===== config.mk =====
export PLATFORM = sky130hd
export DESIGN_NAME = key_pulse_gen
export DESIGN_NICKNAME = d
export VERILOG_FILES = /design/src/rtl/key_pulse_pkg.sv /design/src/rtl/key_pulse_gen_sync_2ff.sv /design/src/rtl/key_pulse_gen.sv
export SDC_FILE = /design/constraint.sdc
export NUM_CORES = 1
export LEC_CHECK = 0
export ABC_CLOCK_PERIOD_IN_PS = 6500
export CORE_MARGIN = 8
export CORE_UTILIZATION = 54
export DETAILED_ROUTE_END_ITERATION = 8
export PLACE_DENSITY_LB_ADDON = 0.08
export SYNTH_ARGS = -nofsm -noshare
export SYNTH_HDL_FRONTEND = slang
export SYNTH_SLANG_ARGS = --single-unit

===== constraint.sdc =====
create_clock -name clk -period 6.5 [get_ports clk]
set_clock_uncertainty 0.1 [all_clocks]
set_input_delay 1.3 -clock clk [delete_from_list [all_inputs] [get_ports clk]]
set_output_delay 1.3 -clock clk [all_outputs]
set_load 0.02 [all_outputs]

===== src/rtl/key_pulse_pkg.sv =====
// Shared definitions for the key pulse generator: FSM state encodings and
// the counter-width helper used to size the debounce and repeat counters.
package key_pulse_pkg;

  typedef enum logic [1:0] {
    IDLE        = 2'd0,
    PRESS_CHK   = 2'd1,
    HELD        = 2'd2,
    RELEASE_CHK = 2'd3
  } key_state_t;

  // Bits needed to hold values 0..max_val; never narrower than one bit.
  function automatic int cnt_width(input int max_val);
    if (max_val < 1) return 1;
    return $clog2(max_val + 1);
  endfunction

endpackage


===== src/rtl/key_pulse_gen_sync_2ff.sv =====
// Two-flop synchronizer for a single asynchronous bit; both stages reset to 0.
module sync_2ff (
  input  logic clk,
  input  logic reset,
  input  logic d,
  output logic q
);

  logic meta;

  always_ff @(posedge clk or negedge reset) begin
    if (!reset) begin
      meta <= 1'b0;
      q    <= 1'b0;
    end else begin
      meta <= d;
      q    <= meta;
    end
  end

endmodule


===== src/rtl/key_pulse_gen.sv =====
// Debounced key with single-cycle press strobe and optional auto-repeat.
//   state       | meaning
//   IDLE        | key released, waiting for a high sample
//   PRESS_CHK   | counting stable high samples before accepting the press
//   HELD        | press accepted, level high, auto-repeat timer running
//   RELEASE_CHK | counting stable low samples; repeat timer frozen
module key_pulse_gen #(
  parameter int DEBOUNCE_CYCLES = 16,
  parameter int REPEAT_DELAY    = 500000,
  parameter int REPEAT_PERIOD   = 100000
) (
  input  logic clk,
  input  logic reset,
  input  logic btn_in,
  input  logic repeat_en,
  output logic pulse,
  output logic level
);

  import key_pulse_pkg::*;

  localparam int REP_MAX = (REPEAT_DELAY > REPEAT_PERIOD) ? REPEAT_DELAY : REPEAT_PERIOD;
  localparam int DW      = cnt_width(DEBOUNCE_CYCLES - 1);
  localparam int RW      = cnt_width(REP_MAX - 1);

  localparam logic [DW-1:0] DB_TC     = DW'(DEBOUNCE_CYCLES - 1);
  localparam logic [RW-1:0] DELAY_TC  = RW'(REPEAT_DELAY - 1);
  localparam logic [RW-1:0] PERIOD_TC = RW'(REPEAT_PERIOD - 1);

  logic            sync;
  key_state_t      state;
  logic [DW-1:0]   db_cnt;
  logic [RW-1:0]   rep_cnt;
  logic            rep_run;
  logic [RW-1:0]   rep_tc;

  sync_2ff u_sync (
    .clk   (clk),
    .reset (reset),
    .d     (btn_in),
    .q     (sync)
  );

  // Until the first repeat fires the timer runs to the delay, then to the period.
  always_comb begin
    rep_tc = rep_run ? PERIOD_TC : DELAY_TC;
  end

  always_ff @(posedge clk or negedge reset) begin
    if (!reset) begin
      state   <= IDLE;
      db_cnt  <= '0;
      rep_cnt <= '0;
      rep_run <= 1'b0;
      pulse   <= 1'b0;
      level   <= 1'b0;
    end else begin
      pulse <= 1'b0;
      case (state)
        IDLE: begin
          if (sync) begin
            state  <= PRESS_CHK;
            db_cnt <= '0;
          end
        end
        PRESS_CHK: begin
          if (!sync) begin
            state <= IDLE;
          end else if (db_cnt == DB_TC) begin
            state   <= HELD;
            pulse   <= 1'b1;
            level   <= 1'b1;
            rep_cnt <= '0;
            rep_run <= 1'b0;
          end else begin
            db_cnt <= db_cnt + 1'b1;
          end
        end
        HELD: begin
          if (!sync) begin
            state  <= RELEASE_CHK;
            db_cnt <= '0;
          end
          // At terminal count the timer waits one cycle if the previous
          // cycle already pulsed, so strobes never run back to back.
          if (!repeat_en) begin
            rep_cnt <= '0;
            rep_run <= 1'b0;
          end else if (rep_cnt == rep_tc) begin
            if (!pulse) begin
              pulse   <= 1'b1;
              rep_cnt <= '0;
              rep_run <= 1'b1;
            end
          end else begin
            rep_cnt <= rep_cnt + 1'b1;
          end
        end
        RELEASE_CHK: begin
          if (sync) begin
            state <= HELD;
          end else if (db_cnt == DB_TC) begin
            state <= IDLE;
            level <= 1'b0;
          end else begin
            db_cnt <= db_cnt + 1'b1;
          end
        end
        default: state <= IDLE;
      endcase
    end
  end

endmodule


==> impl_metrics.toml <==
[synth]
synth-edff-count = 0
synthCells = 189
synth.area.top_cells = "dfrtp_1 (43%), o21ai_0 (7.2%), o31ai_1 (6.0%)"
synth.distinct_cells = 39
ys_ff_latch = 30
synth_top_area_frac = 0.431
syn-num-nets = 199
postSynthAreaPerCell_um2 = 9.22
syn_area_mm2 = 0.00174
yosys_most_used_dff = "dfrtp_1"
synth_warnings = 0
async_flop_share = 1.00
yosys.area.top_type = "dfrtp_1"
synth-seq-area-share = 0.431

[routing]
viasPerCell = 6.07
post-route-drc-count = 0
totalWireLength_um = 3610
wire_per_inst_um = 15.0
drt_first_pass_iters = 4
drtIter0Drc = 111
antenna_left = 0
via_count = 1462

[clocking]
clk_path_buf_depth = 2
cts_tree = "built"
postCtsSetupBuffers = 0
clockRootBuffer = "clkbuf_4"
clock_sinks = 30
insertion_delay_ns = 0.33
cts_buffers = 5
cts.repair.resized = 0
clk_pin_slew_ns = 0.09
h-tree-depth = 2
cts_hold_buffers = 0

[setup_path]
crit_arrival_ns = 3.54
path_class = "in2reg"
slowest_delay_ns = 0.64
crit_buf_inv = 1
cp-end-kind = "flip-flop"
crit_path_start_kind = "input port"
cp.required_ns = 6.59
crit_family = "simple AND/OR/NAND/NOR gates"
crit_chain = "clkdlybuf4s50_1 > and2_1 > nand2_1 > nor3_1 > a21o_1 > or2_1 > o41ai_1"
startpoint = "repeat_en"
cp_max_fo = 20
cp_slowest_cell = "or2_1"
reg2reg_from = "state[0]$_DFFE_PN0P_"

[placed_design]
dpl.hpwl_um = 2550
port_buffers = 5
gp_congestion = 0.833

[global_route]
grt_pass1_vias = 1334
grtUsageTotal = 0.151
grt_max_degree = 31
antenna_found_initial = 0
gr-total-overflow = 0
grt_pass1_wl_um = 6340

[sta]
rsz0062_at_grt = "false"
drv_slew = 0
relSlewSlack = 0.528
finalCritPeriodShare = 0.531
setup_viol = 0
fmaxAchievable_mhz = 290
fin_setup_tns_ns = 0
worst_pin_slew_ns = 0.707
min_period_ns = 3.45
hold_viol = 0

[run]
maxCapViolations = 0

[worst_hold_path]
hp-class = "reg2reg"
min_from = "u_sync.meta$_DFF_PN0_"

[power]
power_density_mw_per_mm2 = 277
peakVddDrop_v = 0.000211
leakage_nw = 0.764

[finish]
final_cell_mix = "dfrtp_1 (30), o21ai_0 (25), nand2_1 (16)"
synthToLayoutAreaGrowth_pct = 6.46
multi_input_area_um2 = 906
final_util = 0.608
regArea_um2 = 751
n_antenna_cell = 0
fill_cells = 276
final_nets = 206
layout-drive-gt1-share = 0.0558
final_common_cell = "dfrtp_1"

[floorplan]
die-area_mm2 = 0.00530
die_x_um = 72.8
start_util = 0.571
ioPinCount = 6
rows = 20
core_mm2 = 0.00305
die_height_um = 72.8

[run_status]
status = "completed"
-- where the power goes --
part / switching [mW] / internal, mW / leakage, nW / total, mW
Clock: 0.0629 / 0.0523 / 0.0353 / 0.115
Combinational: 0.119 / 0.0587 / 0.321 / 0.178
Sequential: 0.0168 / 0.205 / 0.408 / 0.222
Total: 0.199 / 0.316 / 0.764 / 0.515
-- final timing paths --
check	end	slack [ns]	cells after the start
max in group asynchronous	rep_cnt[4]$_DFFE_PN0P_	4.77	2
worst max-delay path	rep_cnt[5]$_DFFE_PN0P_	3.05	7
worst min-delay path	u_sync.q$_DFF_PN0_	0.26	0
min in group asynchronous	rep_cnt[9]$_DFFE_PN0P_	1.25	2
worst min register to register	u_sync.q$_DFF_PN0_	0.26	0
worst max register to register	rep_cnt[5]$_DFFE_PN0P_	3.60	8
-- logic make-up after synthesis --
group | Yosys count | share of synthesized area
buf+inv | 13 | 0.0495
simple gates | 73 | 0.224
xor+xnor | 1 | 0.00503
flops | 30 | 0.431
fa+ha+maj | 6 | 0.0431
mux | 2 | 0.0144
compound gates | 64 | 0.233
-- per-layer routing --
metal / share of wire / track usage / wire (um)
met5: 0 / 0 / 0
met4: 0.017 / 0.0756 / 63
met3: 0.060 / 0.0385 / 218
met2: 0.44 / 0.206 / 1600
met1: 0.48 / 0.213 / 1720
-- cell type report --
class	instances	share of cell area
clock inverter	1	0.00270
sequential	30	0.405
tap	44	0.0297
multi-input combinational	146	0.488
inverter	7	0.0142
timing repair buffer	6	0.0310
clock buffer	7	0.0297
-- cell usage after synthesis (2+ instances only) --
cell type and number:
dfrtp_1 30, o21ai_0 25, nand2_1 16, nor2_1 14, o31ai_1 14, nand3_1 10, a21oi_1 7, inv_1 7
ha_1 6, nor3_1 6, o21ai_1 5, and2_1 4, and4_1 4, nand4_1 4, a31oi_1 3, and2b_1 3
nand2b_1 3, o41ai_1 3, and3_1 2, buf_2 2, buf_6 2, o22a_1 2
-- registers in the layout, indices dropped and copies added, names as in the netlist, named ones only --
| register | cells |
|---|---|
| rep_cnt | 19 |
| db_cnt | 4 |
| level | 1 |
| pulse | 1 |
| rep_run | 1 |
| state | 1 |
| u_sync.meta | 1 |
| u_sync.q | 1 |
-- stage by stage --
stage	power [mW]	area (um2)	std cells	hold WS (ns)	setup slack [ns]
global route	0.556	1860	241	0.269	2.80
floorplan	0.372	1740	189	0.231	3.89
detailed placement	0.402	1800	233	0.246	2.69
CTS	0.518	1860	241	0.267	3.04
global placement	0.395	1800	233	0.240	2.75
finish	0.515	1860	241	0.261	3.05
(Power assumes the default switching activity.)
